$ cat src/rtl/mem_bus_if.sv
// mem_bus_if: handshake and RAM-control bundle shared between the two
// requesters (fetch and data) and the RAM address-bus arbiter.
//   req_f / req_d / we_d       : requester -> arbiter
//   gnt_f / gnt_d              : arbiter -> requesters, bus ownership
//   done_f / done_d            : arbiter -> requesters, last cycle of access
//   addr_sel / ram_en / ram_we : arbiter -> RAM address mux and RAM
//   busy                       : arbiter status, high while an access runs
// Modports: slave = arbiter side, master = requester/observer side.
`timescale 1ns/1ps
interface mem_bus_if;
    logic req_f;
    logic req_d;
    logic we_d;
    logic gnt_f;
    logic gnt_d;
    logic done_f;
    logic done_d;
    logic addr_sel;
    logic ram_en;
    logic ram_we;
    logic busy;

    modport slave (
        input  req_f, req_d, we_d,
        output gnt_f, gnt_d, done_f, done_d, addr_sel, ram_en, ram_we, busy
    );

    modport master (
        output req_f, req_d, we_d,
        input  gnt_f, gnt_d, done_f, done_d, addr_sel, ram_en, ram_we, busy
    );
endinterface

$ cat src/rtl/mem_bus_arbiter.sv
// mem_bus_arbiter: shares the single RAM address bus between instruction
// fetch (PC) and data load/store (address register). Each access holds the
// bus for RAM_LAT cycles and is followed by one mandatory IDLE arbitration
// cycle. Data has priority, but after MAX_BURST consecutive data grants with
// a fetch waiting, the fetch is served so it can never starve.
// Ports:
//   clk   : system clock, rising edge
//   rst_n : asynchronous active-low reset; abandons any access, no done pulse
//   bus   : mem_bus_if.slave (requests in; grants, done pulses, RAM mux
//           select, RAM enable/write strobe and busy out, all registered)
`timescale 1ns/1ps
module mem_bus_arbiter #(
    parameter int RAM_LAT   = 2,
    parameter int MAX_BURST = 3,
    parameter int CW        = 4
) (
    input  logic      clk,
    input  logic      rst_n,
    mem_bus_if.slave  bus
);

    typedef enum logic [1:0] {
        IDLE  = 2'd0,
        FETCH = 2'd1,
        DATA  = 2'd2
    } state_t;

    localparam logic [CW-1:0] LAT_LOAD  = CW'(RAM_LAT - 1);
    localparam logic [CW-1:0] BURST_MAX = CW'(MAX_BURST);
    // With a one-cycle access the entry cycle is also the final cycle.
    localparam logic          DONE_ON_ENTRY = (RAM_LAT == 1);

    state_t          state_reg;
    logic [CW-1:0]   lat_cnt_reg;
    logic [CW-1:0]   burst_cnt_reg;

    logic            data_wins;
    assign data_wins = bus.req_d && (!bus.req_f || (burst_cnt_reg < BURST_MAX));

    always_ff @(posedge clk or negedge rst_n) begin
        if (!rst_n) begin
            state_reg     <= IDLE;
            lat_cnt_reg   <= '0;
            burst_cnt_reg <= '0;
            bus.gnt_f     <= 1'b0;
            bus.gnt_d     <= 1'b0;
            bus.done_f    <= 1'b0;
            bus.done_d    <= 1'b0;
            bus.addr_sel  <= 1'b0;
            bus.ram_en    <= 1'b0;
            bus.ram_we    <= 1'b0;
            bus.busy      <= 1'b0;
        end else begin
            case (state_reg)
                IDLE: begin
                    if (data_wins) begin
                        state_reg    <= DATA;
                        lat_cnt_reg  <= LAT_LOAD;
                        bus.gnt_d    <= 1'b1;
                        bus.ram_en   <= 1'b1;
                        bus.busy     <= 1'b1;
                        bus.addr_sel <= 1'b1;
                        // The write strobe register doubles as the latched
                        // we_d, so later changes on we_d have no effect.
                        bus.ram_we   <= bus.we_d;
                        bus.done_d   <= DONE_ON_ENTRY;
                        // Count data grants only while a fetch is waiting.
                        if (bus.req_f) begin
                            if (burst_cnt_reg < BURST_MAX) begin
                                burst_cnt_reg <= burst_cnt_reg + CW'(1);
                            end
                        end else begin
                            burst_cnt_reg <= '0;
                        end
                    end else if (bus.req_f) begin
                        state_reg     <= FETCH;
                        lat_cnt_reg   <= LAT_LOAD;
                        burst_cnt_reg <= '0;
                        bus.gnt_f     <= 1'b1;
                        bus.ram_en    <= 1'b1;
                        bus.busy      <= 1'b1;
                        bus.addr_sel  <= 1'b0;
                        bus.ram_we    <= 1'b0;
                        bus.done_f    <= DONE_ON_ENTRY;
                    end
                end

                FETCH, DATA: begin
                    if (lat_cnt_reg == '0) begin
                        // Final cycle has just ended: release the bus.
                        // addr_sel deliberately keeps its last value.
                        state_reg  <= IDLE;
                        bus.gnt_f  <= 1'b0;
                        bus.gnt_d  <= 1'b0;
                        bus.done_f <= 1'b0;
                        bus.done_d <= 1'b0;
                        bus.ram_en <= 1'b0;
                        bus.ram_we <= 1'b0;
                        bus.busy   <= 1'b0;
                    end else begin
                        lat_cnt_reg <= lat_cnt_reg - CW'(1);
                        // Raise done one edge early so it is registered
                        // exactly in the cycle where lat_cnt reaches 0.
                        if (state_reg == FETCH) begin
                            bus.done_f <= (lat_cnt_reg == CW'(1));
                        end else begin
                            bus.done_d <= (lat_cnt_reg == CW'(1));
                        end
                    end
                end

                default: begin
                    state_reg <= IDLE;
                end
            endcase
        end
    end

endmodule

$ cat src/flat_wrapper.sv
// flat-port wrapper written by rule: the top's interface ports become plain ports
module mem_bus_arbiter_flat 
#(
    parameter int RAM_LAT   = 2,
    parameter int MAX_BURST = 3,
    parameter int CW        = 4
)
  (clk, rst_n, bus_req_f, bus_req_d, bus_we_d, bus_gnt_f, bus_gnt_d, bus_done_f, bus_done_d, bus_addr_sel, bus_ram_en, bus_ram_we, bus_busy);
  mem_bus_if bus_i ();
  input  logic clk;
  input  logic rst_n;
  input wire logic [$bits(bus_i.req_f)-1:0] bus_req_f;
  input wire logic [$bits(bus_i.req_d)-1:0] bus_req_d;
  input wire logic [$bits(bus_i.we_d)-1:0] bus_we_d;
  output wire logic [$bits(bus_i.gnt_f)-1:0] bus_gnt_f;
  output wire logic [$bits(bus_i.gnt_d)-1:0] bus_gnt_d;
  output wire logic [$bits(bus_i.done_f)-1:0] bus_done_f;
  output wire logic [$bits(bus_i.done_d)-1:0] bus_done_d;
  output wire logic [$bits(bus_i.addr_sel)-1:0] bus_addr_sel;
  output wire logic [$bits(bus_i.ram_en)-1:0] bus_ram_en;
  output wire logic [$bits(bus_i.ram_we)-1:0] bus_ram_we;
  output wire logic [$bits(bus_i.busy)-1:0] bus_busy;
  assign bus_i.req_f = bus_req_f;
  assign bus_i.req_d = bus_req_d;
  assign bus_i.we_d = bus_we_d;
  assign bus_gnt_f = bus_i.gnt_f;
  assign bus_gnt_d = bus_i.gnt_d;
  assign bus_done_f = bus_i.done_f;
  assign bus_done_d = bus_i.done_d;
  assign bus_addr_sel = bus_i.addr_sel;
  assign bus_ram_en = bus_i.ram_en;
  assign bus_ram_we = bus_i.ram_we;
  assign bus_busy = bus_i.busy;
  mem_bus_arbiter #(.RAM_LAT(RAM_LAT), .MAX_BURST(MAX_BURST), .CW(CW)) u_core (.clk(clk), .rst_n(rst_n), .bus(bus_i));
endmodule
$ cat config.mk
export PLATFORM = sky130hd
export DESIGN_NAME = mem_bus_arbiter_flat
export DESIGN_NICKNAME = d
export VERILOG_FILES = /design/src/rtl/mem_bus_if.sv /design/src/rtl/mem_bus_arbiter.sv /design/src/flat_wrapper.sv
export SDC_FILE = /design/constraint.sdc
export NUM_CORES = 1
export LEC_CHECK = 0
export BUFFER_PORTS_ARGS = -buffer_cell sky130_fd_sc_hd__buf_2
export CAP_MARGIN = 5
export CORE_MARGIN = 2
export CORE_UTILIZATION = 51
export DETAILED_ROUTE_END_ITERATION = 8
export PLACE_DENSITY_LB_ADDON = 0.15
export SYNTH_ARGS = -nofsm -noshare
export SYNTH_HDL_FRONTEND = slang
export SYNTH_SLANG_ARGS = --single-unit
$ cat constraint.sdc
create_clock -name clk -period 1.92 [get_ports clk]
set_input_delay 0.288 -clock clk [delete_from_list [all_inputs] [get_ports clk]]
set_output_delay 0.288 -clock clk [all_outputs]
set_load 0.01 [all_outputs]
==> results.txt <==
The number of cells traversed by the worst register-to-register path came out at 5. The via count normalized by instance count is approximately 6. The final hold violation count is 0. After detailed placement, the total cell area comes to about 1200 um^2.

The initialized floorplan defines 16 standard-cell rows. The aggregate routed wire length came out at 2.49 mm. The count of pins over their slew limit is 0. In this run the critical register-to-register path is captured at u_core.bus.gnt_d$_DFFE_PN0P_. The top cell type by area accounts for between 30% and 40% of the synthesized area. The net count of the finished layout came out at 150.

The number of antenna diodes in the final layout is 0. The average wire per standard cell is about 15 um. The slew of the pin with the lowest slew margin came out at 0.384 ns. The post-synthesis sequential element count came out at 17. The die is 50.2 um tall. The post-CTS setup buffer count is 0. Net switching is 43.9% of the power. The clock skew is 0.00797 ns. The maximum vdd drop is 0.867 mV. The mean instance size in the synthesized netlist is 9.30 um^2. Summing the areas of all and, or, nand and nor instances in the mapped netlist gives 21.7% of the synthesized area. Including well taps, the total number of placed cells is 158.

The static leakage is slightly below 0.6 nW. In the post-synthesis netlist, the biggest area contributors are sky130_fd_sc_hd__dfrtp_1 (39%), sky130_fd_sc_hd__ha_1 (9.2%), sky130_fd_sc_hd__o21ai_0 (4.1%), sky130_fd_sc_hd__o211ai_1 (4.1%), sky130_fd_sc_hd__inv_1 (3.1%). The final-layout setup total negative slack is 0 ns. STA classifies the critical path startpoint as a flip-flop. The maximum number of pins on one net before global-route repair came out at 18. Setup violations remaining at the end of the flow were counted as 0.

The number of distinct library cells after synthesis is 43. The multiplexer share of the synthesized area came out at 0%. The clock passes through at most 2 buffers. The total global-route track usage is 22.1%.

The synthesized cell area came out at 1090 um^2. The critical register-to-register path startpoint is u_core.lat_cnt_reg[0]$_DFFE_PN0P_. The synthesized netlist devotes 23.7% of its cell area to compound gates.

The internal power component is 1.15 mW. The total power per unit cell area is 1630 nW/um^2. Of the total power, registers draw 29.2%.

The clock drives 17 sinks. The floorplan die area came out at around 2500 um^2. The DRC violation count after routing came out at 0. The net count after synthesis came out at 130. The worst hold path belongs to the class input port to flip-flop.

Of all cell types, the one taking the most synthesized area is sky130_fd_sc_hd__dfrtp_1. Routability-driven placement finished with a final weighted congestion of 0.911. The start point of the critical path is u_core.lat_cnt_reg[0]$_DFFE_PN0P_.

The number of buffers added on ports came out at 12. The sum of net half-perimeters after detailed placement is 1.85 mm. The post-route standard cell area excluding fillers came out at 1260 um^2. The total of fill cells in the finished design came out at 155. The clock-pin transition on the worst setup and hold timing paths came out at between 0.1 and 0.15 ns. Summing all multi-input logic gate instances after layout gives 608 um^2.

Clock latency on the worst-skew pair, taken at its later pin, is 0.29 ns. After floorplanning, the core was sized to cover 1980 um^2. The initial antenna violation count came out at 0.

The violation count after the first detailed-route iteration came out at 37. Once layout is complete, the utilization of the core stands at around 64%. The number of warning messages in the yosys log is 0. The root buffer cell chosen for the clock tree is sky130_fd_sc_hd__clkbuf_4. The share of layout cells above drive strength 1 is between 20% and 30%. The TritonCTS clock tree is built.

The clock period minus final worst setup slack came out at roughly 1.8 ns. From synthesis to final layout, the design area changed by 16.2%. Counting the buffers created by CTS gives 3. Summing the areas of all xor and xnor instances in the mapped netlist gives 0% of the synthesized area. The endpoint required time on the critical path is 2.11 ns. The most critical setup path has its endpoint at u_core.bus.gnt_d$_DFFE_PN0P_. The count of maximum capacitance violations is 0.

The die is 50.2 um wide. The clock network accounts for 9.6% of the total power. The via count is 953. The number of global-route vias before repair is 911. For this run, the register share of the synthesized area comes to 39.1%.

The flow ran to the end, and the final reports show no timing, DRC or antenna violations. The antenna violation net count after detailed routing is 0. The type of the worst setup path is flip-flop to flip-flop. The library cell used most frequently in the layout, excluding fill and tap cells, is sky130_fd_sc_hd__dfrtp_1. The final critical-path share of the clock period is between 90% and 100%. The tightest slew margin relative to the limit came out at 74.2%. The data arrival time of the worst path came out at 2.00 ns. The share of total power in combinational logic is about three fifths.

In the layout the commonest cells are sky130_fd_sc_hd__dfrtp_1 (17), sky130_fd_sc_hd__buf_2 (12), sky130_fd_sc_hd__nand2_1 (9), sky130_fd_sc_hd__o21ai_0 (9), sky130_fd_sc_hd__buf_4 (9). The power dissipated by switching net loads is roughly 0.90 mW. The post-synthesis adder-cell area fraction is 9.20%.

The number of levels in the clock H-tree is 1. The number of detailed-route iterations in the first pass is 4. The achievable frequency is 0.551 GHz.

Once layout is complete, the cells apart from fillers number 163. Synthesis produced 117 cells. The initial core utilization is 54.9%. In this run the count of I/O pins placed on the die edge is 13. STA classifies the critical path endpoint as a flip-flop.

The register cell area after layout is 425 um^2. The register-to-register setup slack came out at 0.11 ns. The wire length of the first global-routing pass is 4.24 mm. After synthesis, the largest family of logic cells by area is compound AO/OA/AOI/OAI gates.

Setup repair after global routing left no endpoint under its margin. Of all nets on the critical path, the largest fanout is 5. The total congestion overflow is 0.
## power groups by stage
| stage | logic, mW | registers [mW] | clock network, mW |
|---|---|---|---|
| finish | 1.26 | 0.600 | 0.197 |
| global route | 1.41 | 0.620 | 0.217 |
| CTS | 1.24 | 0.593 | 0.202 |
| detailed placement | 1.23 | 0.599 | 0 |
| global placement | 1.21 | 0.591 | 0 |
| floorplan | 0.809 | 0.609 | 0 |
## layout make-up
type                    instances  share of cell area, %
well taps                      27                   2.67
multi-input cells              84                   48.1
flip-flops and latches         17                   33.6
clock buffers                   4                   2.08
repair buffers                 22                   10.9
inverters                       9                   2.67
## worst min path at each step
stage                     startpoint                                   to  slack (ns)  cells past startpoint
after floorplan                rst_n  u_core.burst_cnt_reg[0]$_DFFE_PN0P_      -0.008                      0
after global placement         rst_n    u_core.lat_cnt_reg[2]$_DFFE_PN0P_        0.23                      1
after detailed placement       rst_n    u_core.lat_cnt_reg[1]$_DFFE_PN0P_        0.23                      1
after CTS                   bus_we_d        u_core.bus.ram_we$_DFFE_PN0P_        0.26                      3
after global routing        bus_we_d        u_core.bus.ram_we$_DFFE_PN0P_        0.29                      3
final                       bus_we_d        u_core.bus.ram_we$_DFFE_PN0P_        0.26                      3
## stage by stage
stage / power, mW / hold slack [ns] / worst slack [ns]
3_5_place_dp: 1.83 / 0.234 / 0.0710
6_report: 2.06 / 0.263 / 0.106
5_1_grt: 2.24 / 0.286 / 0.0139
4_1_cts: 2.03 / 0.258 / 0.0608
3_3_place_gp: 1.80 / 0.228 / 0.159
2_1_floorplan: 1.42 / -0.00759 / 0.0827
## layer usage
layer | track usage [%] | vias to the layer above | routed length, um | part of all wire (%)
li1 | - | 467 | - | -
met1 | 30.0 | 453 | 1190 | 48
met2 | 36.6 | 29 | 1180 | 47
met3 | 3.87 | 4 | 91 | 3.7
met4 | 5.09 | 0 | 30 | 1.2
met5 | 0 | - | 0 | 0
## cells in the mapped netlist (all sizes together)
cell type / count
dfrtp: 17
inv: 9
nand2: 9
o21ai: 9
ha: 8
o211ai: 6
nor2: 5
clkbuf: 4
or3: 4
and2: 3
buf: 3
nand2b: 3
o31ai: 3
a21oi: 2
nand3: 2
nor2b: 2
nor3b: 2
o2bb2ai: 2
or4: 2
a211oi: 1
a21bo: 1
a21o: 1
a22oi: 1
a2bb2oi: 1
a311o: 1
a311oi: 1
a31oi: 1
a32o: 1
and2b: 1
and3: 1
nand3b: 1
nand4b: 1
nor4: 1
nor4b: 1
o21a: 1
o22ai: 1
o311a: 1
o311ai: 1
o31a: 1
or3b: 1
or4b: 1
## timing repair
item	in CTS	in global routing
hold endpoints to repair	17	0
hold buffers	1	0
gates resized for setup	0	5
endpoints found under the setup margin	0	4
## cell families after synthesis
family	Yosys count
fa+ha+maj	8
buf+inv	16
flops	17
compound gates	36
simple gates	40
## critical path, cell delays in order (launching register included)
cell,delay (ns)
sky130_fd_sc_hd__dfrtp_1,0.43
sky130_fd_sc_hd__inv_2,0.11
sky130_fd_sc_hd__ha_2,0.21
sky130_fd_sc_hd__or3b_1,0.37
sky130_fd_sc_hd__or3_1,0.33
sky130_fd_sc_hd__a32o_1,0.27
No activity file was read; power rests on OpenSTA's default activity.
